===== config.mk =====
export PLATFORM = sky130hd
export DESIGN_NAME = key_serializer
export DESIGN_NICKNAME = d
export VERILOG_FILES = /design/src/rtl/key_serial_pkg.sv /design/src/rtl/key_serializer.sv
export SDC_FILE = /design/constraint.sdc
export NUM_CORES = 1
export LEC_CHECK = 0
export ABC_AREA = 1
export ABC_CLOCK_PERIOD_IN_PS = 1200
export BUFFER_PORTS_ARGS = -buffer_cell sky130_fd_sc_hd__buf_2
export CELL_PAD_IN_SITES_DETAIL_PLACEMENT = 0
export CELL_PAD_IN_SITES_GLOBAL_PLACEMENT = 1
export CORE_MARGIN = 3
export CORE_UTILIZATION = 33
export DETAILED_ROUTE_END_ITERATION = 12
export HOLD_SLACK_MARGIN = 0.03
export PLACE_DENSITY = 0.69
export SLEW_MARGIN = 20
export SYNTH_ARGS = -nofsm -noshare
export SYNTH_HDL_FRONTEND = slang
export SYNTH_SLANG_ARGS = --single-unit

===== constraint.sdc =====
create_clock -name clk -period 1.2 [get_ports clk]
set_clock_uncertainty 0.05 [all_clocks]
set_input_delay 0.24 -clock clk [delete_from_list [all_inputs] [get_ports clk]]
set_output_delay 0.24 -clock clk [all_outputs]
set_load 0.02 [all_outputs]

===== src/rtl/key_serial_pkg.sv =====
// Shared types and defaults for the key serializer and the key-sequence detector bench.
package key_serial_pkg;

    typedef enum logic [1:0] {
        IDLE   = 2'd0,
        SHIFT  = 2'd1,
        PARITY = 2'd2,
        GAP    = 2'd3
    } ser_state_t;

    localparam int unsigned DEFAULT_CODE_W = 4;
    localparam int unsigned DEFAULT_GAP    = 2;

endpackage


===== src/rtl/key_serializer.sv =====
// Parallel-to-serial feeder for the key-sequence detector.
// Accepts a code over valid/ready, shifts it out one bit per clock on d_out,
// then holds d_out low for GAP_CYCLES so consecutive frames never merge.
// Optional feature: define SERIAL_PARITY_EN to append an even-parity bit.
module key_serializer
    import key_serial_pkg::*;
#(
    parameter int unsigned CODE_W     = DEFAULT_CODE_W,
    parameter int unsigned GAP_CYCLES = DEFAULT_GAP,
    parameter bit          MSB_FIRST  = 1'b1
) (
    input  logic              clk,
    input  logic              reset,
    input  logic [CODE_W-1:0] code,
    input  logic              code_valid,
    output logic              code_ready,
    output logic              d_out,
    output logic              busy,
    output logic              done
);

    localparam int unsigned BW = $clog2(CODE_W + 1);
    localparam int unsigned GW = (GAP_CYCLES > 0) ? $clog2(GAP_CYCLES + 1) : 1;
    localparam logic [BW-1:0] BIT_LAST = BW'(CODE_W);
    localparam logic [GW-1:0] GAP_LAST = GW'(GAP_CYCLES);
    localparam logic [GW-1:0] GAP_ONE  = GW'(1);

    ser_state_t        r_state;
    logic [CODE_W-1:0] r_shift;
    logic [BW-1:0]     r_bit_cnt;
    logic [GW-1:0]     r_gap_cnt;
    logic              r_d_out;
    logic              r_done;

    ser_state_t        w_state_nx;
    logic [CODE_W-1:0] w_shift_nx;
    logic [BW-1:0]     w_bit_cnt_nx;
    logic [GW-1:0]     w_gap_cnt_nx;
    logic              w_d_out_nx;
    logic              w_done_nx;
    logic              w_accept;

`ifdef SERIAL_PARITY_EN
    logic              r_parity;
    logic              w_parity_nx;
`endif

    // Bit that leaves first for a given word, honouring the send order.
    function automatic logic lead_bit(input logic [CODE_W-1:0] v);
        return MSB_FIRST ? v[CODE_W-1] : v[0];
    endfunction

    // Word with its leading bit consumed, next bit moved into lead position.
    function automatic logic [CODE_W-1:0] consume(input logic [CODE_W-1:0] v);
        return MSB_FIRST ? {v[CODE_W-2:0], 1'b0} : {1'b0, v[CODE_W-1:1]};
    endfunction

    assign w_accept   = code_valid && (r_state == IDLE);
    assign code_ready = (r_state == IDLE);
    assign busy       = (r_state != IDLE);
    assign d_out      = r_d_out;
    assign done       = r_done;

    // Next-state and next-output decode; d_out is registered so every bit
    // appears the cycle after the edge that decides it. The first bit is
    // driven straight from code on the accept edge, so bit_cnt counts bits
    // already placed on d_out rather than bits still pending.
    always_comb begin
        w_state_nx   = r_state;
        w_shift_nx   = r_shift;
        w_bit_cnt_nx = r_bit_cnt;
        w_gap_cnt_nx = r_gap_cnt;
        w_d_out_nx   = 1'b0;
        w_done_nx    = 1'b0;
`ifdef SERIAL_PARITY_EN
        w_parity_nx  = r_parity;
`endif
        case (r_state)
            IDLE: begin
                if (w_accept) begin
                    w_state_nx   = SHIFT;
                    w_d_out_nx   = lead_bit(code);
                    w_shift_nx   = consume(code);
                    w_bit_cnt_nx = BW'(1);
                    w_gap_cnt_nx = '0;
`ifdef SERIAL_PARITY_EN
                    w_parity_nx  = ^code;
`endif
                end
            end
            SHIFT: begin
                if (r_bit_cnt == BIT_LAST) begin
`ifdef SERIAL_PARITY_EN
                    w_state_nx = PARITY;
                    w_d_out_nx = r_parity;
`else
                    if (GAP_CYCLES > 0) begin
                        w_state_nx   = GAP;
                        w_gap_cnt_nx = GAP_ONE;
                    end else begin
                        w_state_nx = IDLE;
                        w_done_nx  = 1'b1;
                    end
`endif
                end else begin
                    w_d_out_nx   = lead_bit(r_shift);
                    w_shift_nx   = consume(r_shift);
                    w_bit_cnt_nx = r_bit_cnt + BW'(1);
                end
            end
            PARITY: begin
`ifdef SERIAL_PARITY_EN
                if (GAP_CYCLES > 0) begin
                    w_state_nx   = GAP;
                    w_gap_cnt_nx = GAP_ONE;
                end else begin
                    w_state_nx = IDLE;
                    w_done_nx  = 1'b1;
                end
`else
                w_state_nx = IDLE;
`endif
            end
            GAP: begin
                if (r_gap_cnt == GAP_LAST) begin
                    w_state_nx = IDLE;
                    w_done_nx  = 1'b1;
                end else begin
                    w_gap_cnt_nx = r_gap_cnt + GW'(1);
                end
            end
            default: begin
                w_state_nx = IDLE;
            end
        endcase
    end

    // State, datapath and output registers with synchronous reset.
    always_ff @(posedge clk) begin
        if (reset) begin
            r_state   <= IDLE;
            r_shift   <= '0;
            r_bit_cnt <= '0;
            r_gap_cnt <= '0;
            r_d_out   <= 1'b0;
            r_done    <= 1'b0;
`ifdef SERIAL_PARITY_EN
            r_parity  <= 1'b0;
`endif
        end else begin
            r_state   <= w_state_nx;
            r_shift   <= w_shift_nx;
            r_bit_cnt <= w_bit_cnt_nx;
            r_gap_cnt <= w_gap_cnt_nx;
            r_d_out   <= w_d_out_nx;
            r_done    <= w_done_nx;
`ifdef SERIAL_PARITY_EN
            r_parity  <= w_parity_nx;
`endif
        end
    end

endmodule


# After elaboration in Yosys (flattened, before gate mapping)
# Index checks and enable logic that the tools add are counted.
[totals]
input_bits = 7
word_cells = 46
regBits = 13
[classes]
addsub = 2
n_eq_ne = 10
n_mux = 18
n_reduce_logical = 9
bitwise = 1
[op_table]
columns = ["cell", "n"]
rows = [
  ["two-way mux 2 bit", 6],
  ["two-way mux 4 bit", 2],
  ["!= test 2 bit, second input constant", 4],
  ["one-hot mux 2 bit (4 select lines)", 1],
  ["one-hot mux 4 bit (2 select lines)", 1],
  ["equality test 2 bit, second input constant", 3],
  ["two-way mux 3 bit", 2],
  ["one-hot mux 2 bit (3 select lines)", 1],
  ["one-hot mux 3 bit (2 select lines)", 1],
  ["AND reduction 3 bit", 2],
  ["AND reduction 4 bit", 1],
  ["nonzero test 2 bit", 2],
  ["adder 3 x 1 -> 3 bit, second input constant", 1],
  ["equality test 3 bit, second input constant", 1],
  ["two-way mux 1 bit", 3],
  ["nonzero test 3 bit", 1],
  ["adder 2 x 1 -> 2 bit, second input constant", 1],
  ["equality test 2 x 1 -> 1 bit, second input constant", 1],
  ["zero test 2 bit", 1],
  ["!= test 2 x 1 -> 1 bit, second input constant", 1],
  ["one-hot mux 1 bit (2 select lines)", 1],
  ["OR reduction 2 bit", 1],
  ["logical AND 1 bit", 1],
  ["inverter 1 bit", 1],
]

# Longest topological paths before layout
# Gate-level depths: netlist (run 1).
[logic_depth]
depth_word = 4
depth_mapped = 9
depth_no_buf = 9

# Least setup slack after synthesis (run 1)
# OpenSTA, ideal clock, no wires.
[synth_timing]
path_kind = "reg-to-reg"
startpoint = "reg r_state[1]"
endpoint = "reg r_shift[2]"
stages_incl_launch_ff = 7
path_slack_ps = -28
required_time_ps = 1034
setup_time_ps = 116
path_buffers = 0
t_arrival_ps = 1062
cell_sequence = "dfxtp_1 -> nor2_2 -> nand2_4 -> nand2_4 -> inv_2 -> nor2_1 -> nor2_1"
[synth_via]
elab_chain_len = 4
word_cells_on_any_way = 8
cone_classes = "3 x eq/ne; 1 x mux; 4 x reduce/logical"
[synth_rtl]
columns = ["element", "line", "text"]
rows = [
  ["start, declared", "key_serializer.sv:28", "ser_state_t r_state;"],
  ["start signal, assigned", "key_serializer.sv:151", "r_state <= w_state_nx;"],
  ["zero test 2 bit (*)", "n/a", ""],
  ["net code_ready", "key_serializer.sv:16", "output logic code_ready,"],
  ["logical AND 1 bit", "key_serializer.sv:58", "assign w_accept = code_valid && (r_state == IDLE);"],
  ["!= test 2 x 1 -> 1 bit (no line)", "n/a", ""],
  ["AND reduction 3 bit (no line)", "n/a", ""],
  ["end signal, assigned", "key_serializer.sv:152", "r_shift <= w_shift_nx;"],
  ["end, declared", "key_serializer.sv:29", "logic [CODE_W-1:0] r_shift;"],
]
# The timed path passes the listed nets; every way through them passes the cells marked *.
# A chain may end at the register's enable or synchronous reset.

# Worst setup path after layout (run 1)
[layout_timing]
startpoint = "reg r_state[1]"
endpoint = "out busy"
[layout_via]
elab_chain_len = 1
[layout_rtl]
columns = ["element", "line", "text"]
rows = [
  ["nonzero test 2 bit", "key_serializer.sv:60", "assign busy = (r_state != IDLE);"],
  ["end, declared", "key_serializer.sv:18", "output logic busy,"],
]
# Every way passes these cells.

==> flow_metrics.tcl, run 1 <==
set metrics [dict create \
    finalCoreUtilization_pct 51.91 \
    holdWs_ns 0.1584 \
    cpMaxStageDelayCell "dfxtp_1" \
    insertedDiodeCount 0 \
    numCtsBuffers 3 \
    synthTopCellsByCount "nand2_1, inv_1, nor2_1, dfxtp_1, a21oi_1" \
    drt_drc_violations_left 0 \
    required_ns 0.91 \
    cts_buffer_depth 2 \
    htreeDepth 1 \
    die_h_um 49.59 \
    fin_crit_ns 1.309 \
    r2r_slack_ns -0.03 \
    grt_start_max_net_pins 8 \
    powerDensity_nw_per_um2 1125 \
    synth_top_area_share_pct 38.32 \
    worst_pin_slew_ns 0.1713 \
    drtPass1Iterations 4 \
    hold_path_class "input port to flip-flop" \
    syn_area_um2 626.9 \
    path_cells "buf_4 -> nor2_4 -> inv_2 -> buf_6" \
    crit_type "flip-flop to primary output" \
    rr_endpoint "r_shift[3]" \
    vdd_drop_max_mv 0.6916 \
    max_stage_delay_ns 0.32 \
    io_buffers 10 \
    synth-seq-cells 12 \
    outcome "finished, violations left" \
    worstReg2RegStart "r_state[1]" \
    synthToLayoutAreaGrowth_pct 46.11 \
    nets 132 \
    worstRegToRegCells 8 \
    fmax_mhz 763.7 \
    crit_family "flip-flops" \
    worst_setup_path_end_kind "primary output" \
    synthFlopType "dfxtp_1" \
    die_area_um2 2459 \
    antenna_found_initial 0 \
    rsz0062_at_grt "yes" \
    vias 621 \
    setup_viol 4 \
    clk_pin_slew_worst_paths_ns 0.08 \
    viasPerCell 4.253 \
    ant_nets 0 \
    dp_slack_ns -0.02927 \
    cp.buffers_inverters 3 \
    cts_root_buffer "clkbuf_4" \
    failed_checks "negative setup slack" \
    startpoint "r_state[1]" \
    synth.area.top_cells "dfxtp_1, nand2_1, inv_1" \
    yosysMostFrequentCell "nand2_1" \
    fin_crit_sh_pct 109.1 \
    min_path_cells 3 \
    synth.avg_cell_area_um2 6.740 \
    syn_nets 103 \
    crit_end "busy" \
    arrival_ns 1.02 \
    grt-ovfl-total 0 \
    routedWlPerCell_um 9.233 \
    fillers 198 \
    hpwl_um 1017 \
    clock_latency_ns 0.27 \
    ys_types 15 \
    clock_sinks 12 \
    path_depth 4 \
    ctsHoldBuffers 0 \
    max_slew_margin_pct 88.56 \
    max-cap-violations 0 \
    synth_edf_count 0 \
    netlist_instances 93 \
    maxSlewViolCount 0 \
    cp_max_fo 3 \
    grt_pass1_vias 603 \
    multi_input_area_um2 360.3 \
    yosys.area.top_type "dfxtp_1" \
    row_count 15 \
    track_usage_pct 13.19 \
    coreArea_um2 1764 \
    gp_congestion 0.7937 \
    final.setup.worst_slack_ns -0.1094 \
    layout-drive-gt1-share_pct 43.80 \
    p_leak_uw 0.0004542 \
    initial_core_util_pct 35.53 \
    ios 11 \
    report.power.total_uw 1030 \
    ys_warn_count 0 \
    die_x_um 49.59 \
    hold_viol_final 0 \
    regArea_um2 247.7 \
    synthArstFlopShare_pct 0 \
    seq_area_frac_synth_pct 38.32 \
    grt_pass1_wl_um 2463 \
    tritoncts "done" \
    wl_um 1348 \
    setup.worst_path.start_class "flip-flop" \
    drtIter0Drc 7 \
]
## per-layer routing
layer / vias to the layer above / share of wire [%] / wire [um] / track usage [%]
li1: 341 / - / - / -
met1: 266 / 45 / 611 / 15.56
met2: 12 / 48 / 652 / 21.59
met3: 2 / 5.3 / 71 / 5.438
met4: 0 / 0.89 / 12 / 4.147
met5: - / 0 / 0 / 0
## how the worst min path moves through the flow
stage,startpoint,slack (ns),end
finish,code[3],0.16,d_out
global placement,r_shift[3],0.42,d_out
global route,code[3],0.16,d_out
CTS,code[0],0.15,r_shift[1]
floorplan,reset,0.26,d_out
detailed placement,r_shift[3],0.41,d_out
## timing repair
item	in CTS	in global routing
pin swaps	1	1
endpoints found under the setup margin	8	12
endpoints found under the hold margin	0	0
buffers inserted	3	0
resized for setup	10	13
## tightest hold or removal path, cell delays in order
cell and delay (ns):
buf_2 0.10, nand2_1 0.05, a21oi_1 0.05
## cells by family after synthesis
| kind of cell | share of synthesized area (%) |
|---|---|
| AND/OR/NAND/NOR | 37.13 |
| AO/OA/AOI/OAI | 8.383 |
| flip-flops | 38.32 |
| adder cells (fa/ha/maj) | 5.989 |
| buffers and inverters | 10.18 |
## final cells by class
class | count | area share [%]
tap | 25 | 3.415
inverter | 17 | 6.967
timing repair buffer | 24 | 19.26
clock buffer | 4 | 3.962
multi-input combinational | 64 | 39.34
sequential | 12 | 27.05
## registers in the layout, summed over array words and instances (netlist names)
name	flops
done	1
d_out	1
r_bit_cnt	3
r_shift	3
r_gap_cnt	2
r_state	2
## metrics by stage
stage          TNS (ns)  instance area (um2)  cells
2_1_floorplan         0                631.9     93
3_3_place_gp   -0.04786                808.3    139
3_5_place_dp   -0.04193                808.3    139
4_1_cts         -0.3289                889.6    146
5_1_grt         -0.8727                915.9    146
6_report        -0.2614                915.9    146
## cells in the final DEF, fill, tap and decap left out, types with 2 or more instances in the layout
master / count
a21oi_1: 5
buf_2: 8
buf_4: 14
clkbuf_4: 3
dfxtp_1: 8
dfxtp_2: 3
ha_2: 2
inv_1: 11
inv_2: 6
nand2_1: 24
nand2_2: 3
nand2_4: 3
nand3_1: 2
nor2_1: 11
nor2_2: 2
nor2_4: 2
o21ai_0: 3
## power by group
| group | switching [uW] | total [uW] | internal (uW) | leakage, uW |
|---|---|---|---|---|
| Sequential | 15.4 | 444 | 429 | 0.000100 |
| Clock | 135 | 320 | 184 | 0.0000210 |
| Combinational | 137 | 266 | 129 | 0.000333 |
No activity file was read; power rests on OpenSTA's default activity.
==> run 2: changes to the inputs <==
==> constraint.sdc (replaced) <==
create_clock -name clk -period 1.2 [get_ports clk]
set_clock_uncertainty 0.05 [all_clocks]
set_input_delay 0.06 -clock clk [delete_from_list [all_inputs] [get_ports clk]]
set_output_delay 0.06 -clock clk [all_outputs]
set_load 0.02 [all_outputs]
==> flow_metrics.tcl, run 2 (synthesized netlist as in run 1, its figures left out) <==
set metrics [dict create \
    routedWlPerCell_um 9.510 \
    placed_cells 139 \
    drtIter0Drc 6 \
    dpl-instance-area_um2 808.3 \
    synthToLayoutAreaGrowth_pct 59.88 \
    ios 11 \
    cts_root_buffer "clkbuf_4" \
    grt-ovfl-total 0 \
    power.share.clock_pct 29.9 \
    worst_setup_path_end_kind "flip-flop" \
    grt_pass1_wl_um 2484 \
    multi_input_area_um2 404.1 \
    cp_max_fo 7 \
    clock_sinks 12 \
    final.setup.tns_ns -0.02846 \
    drtPass1Iterations 4 \
    fillers 185 \
    grt_pass1_vias 609 \
    fmax_mhz 820.5 \
    setup.worst_path.start_class "flip-flop" \
    finalNonFillerCells 149 \
    hpwl_um 1017 \
    intPower_uw 768.6 \
    drt_drc_violations_left 0 \
    p_comb_share_pct 28.7 \
    max_slew_margin_pct 86.95 \
    fin_crit_ns 1.219 \
    die_h_um 49.59 \
    fin_crit_sh_pct 101.6 \
    maxSlewViolCount 0 \
    max_stage_delay_ns 0.37 \
    dp_slack_ns -0.02927 \
    htreeDepth 1 \
    p_leak_uw 0.0004766 \
    worst_pin_slew_ns 0.1956 \
    nets 135 \
    crit_family "simple AND/OR/NAND/NOR gates" \
    tritoncts "done" \
    hold_path_class "input port to flip-flop" \
    row_count 15 \
    die_area_um2 2459 \
    die_x_um 49.59 \
    final_cell_mix "nand2_1, buf_4, inv_1, nor2_1" \
    max-cap-violations 0 \
    path_cells "buf_6 -> inv_4 -> nor2_4 -> nand2_4 -> nand2_4 -> inv_4 -> nor2_2 -> nor2_1" \
    crit_type "flip-flop to flip-flop" \
    insertedDiodeCount 0 \
    ant_nets 0 \
    initial_core_util_pct 35.53 \
    worstHoldStart "code[1]" \
    viasPerCell 4.174 \
    vias 622 \
    worstReg2RegStart "r_state[0]" \
    clock_latency_ns 0.27 \
    fin_area_um2 1002 \
    startpoint "r_state[0]" \
    rsz0062_at_grt "yes" \
    cts_buffer_depth 2 \
    wl_um 1417 \
    cpMaxStageDelayCell "dfxtp_4" \
    switching_power_uw 313.8 \
    failed_checks "negative setup slack" \
    grt_start_max_net_pins 8 \
    vdd_drop_max_mv 0.7408 \
    cp.buffers_inverters 3 \
    numCtsBuffers 3 \
    final.setup.worst_slack_ns -0.01874 \
    setup_viol 2 \
    coreArea_um2 1764 \
    switching_share_pct 28.99 \
    required_ns 1.32 \
    layout-drive-gt1-share_pct 49.19 \
    outcome "finished, violations left" \
    gp_congestion 0.7937 \
    arrival_ns 1.34 \
    hold_viol_final 0 \
    regArea_um2 247.7 \
    track_usage_pct 13.32 \
    antenna_found_initial 0 \
    powerDensity_nw_per_um2 1080 \
    io_buffers 10 \
    final_common_cell "nand2_1" \
    largestRegisters "r_bit_cnt (3), r_shift (3)" \
    clk_pin_slew_worst_paths_ns 0.07 \
    pwr-share-seq_pct 41.4 \
]
[run 2: power groups by stage]
| stage | Combinational, uW | Sequential, uW | Clock (uW) |
|---|---|---|---|
| global placement | 230 | 452 | 0 |
| CTS | 258 | 443 | 332 |
| floorplan | 129 | 454 | 0 |
| finish | 311 | 448 | 324 |
| detailed placement | 229 | 452 | 0 |
| global route | 345 | 452 | 353 |
[run 2: metrics by stage]
stage          total power (uW)  utilization [%]  hold WS (ns)
6_report                   1082            56.81       0.06427
5_1_grt                    1150            56.81        0.1095
4_1_cts                    1033            51.70       0.07026
3_5_place_dp              681.4            45.82        0.2679
3_3_place_gp              682.5            45.82        0.2620
2_1_floorplan             582.6                -       0.07907
[run 2: worst reg2reg max path: stages, from the launching register on]
cell     delay (ns)
dfxtp_4        0.37
buf_6          0.10
inv_4          0.03
nor2_4         0.15
nand2_4        0.12
nand2_4        0.13
inv_4          0.05
nor2_2         0.09
nor2_1         0.04
[run 2: worst paths after layout]
kind,slack (ns),endpoint,cells after the start
setup / recovery,-0.02,r_shift[2],8
hold / removal,0.06,r_shift[2],5
setup reg to reg,-0.02,r_shift[2],8
hold reg to reg,0.44,d_out,2
[run 2: per-layer routing]
metal | wire [um] | up-vias | global-route usage (%)
met3 | 58 | 2 | 5.438
li1 | - | 345 | -
met5 | 0 | - | 0
met2 | 664 | 12 | 21.15
met1 | 680 | 263 | 16.30
met4 | 13 | 0 | 4.147
[run 2: area by class of cell]
cell class / count / share of cell area, %
inverters: 17 / 6.866
well taps: 25 / 3.121
flip-flops and latches: 12 / 24.72
multi-input cells: 64 / 40.32
clock buffers: 4 / 3.620
repair buffers: 27 / 21.35
[run 2: timing repair]
action / 4_1_cts / 5_1_grt
hold buffers: 3 / 0
endpoints found under the hold margin: 6 / 0
resized for setup: 10 / 30
pin swaps: 1 / 11
setup endpoints to repair: 8 / 12
buffers inserted: 2 / 1
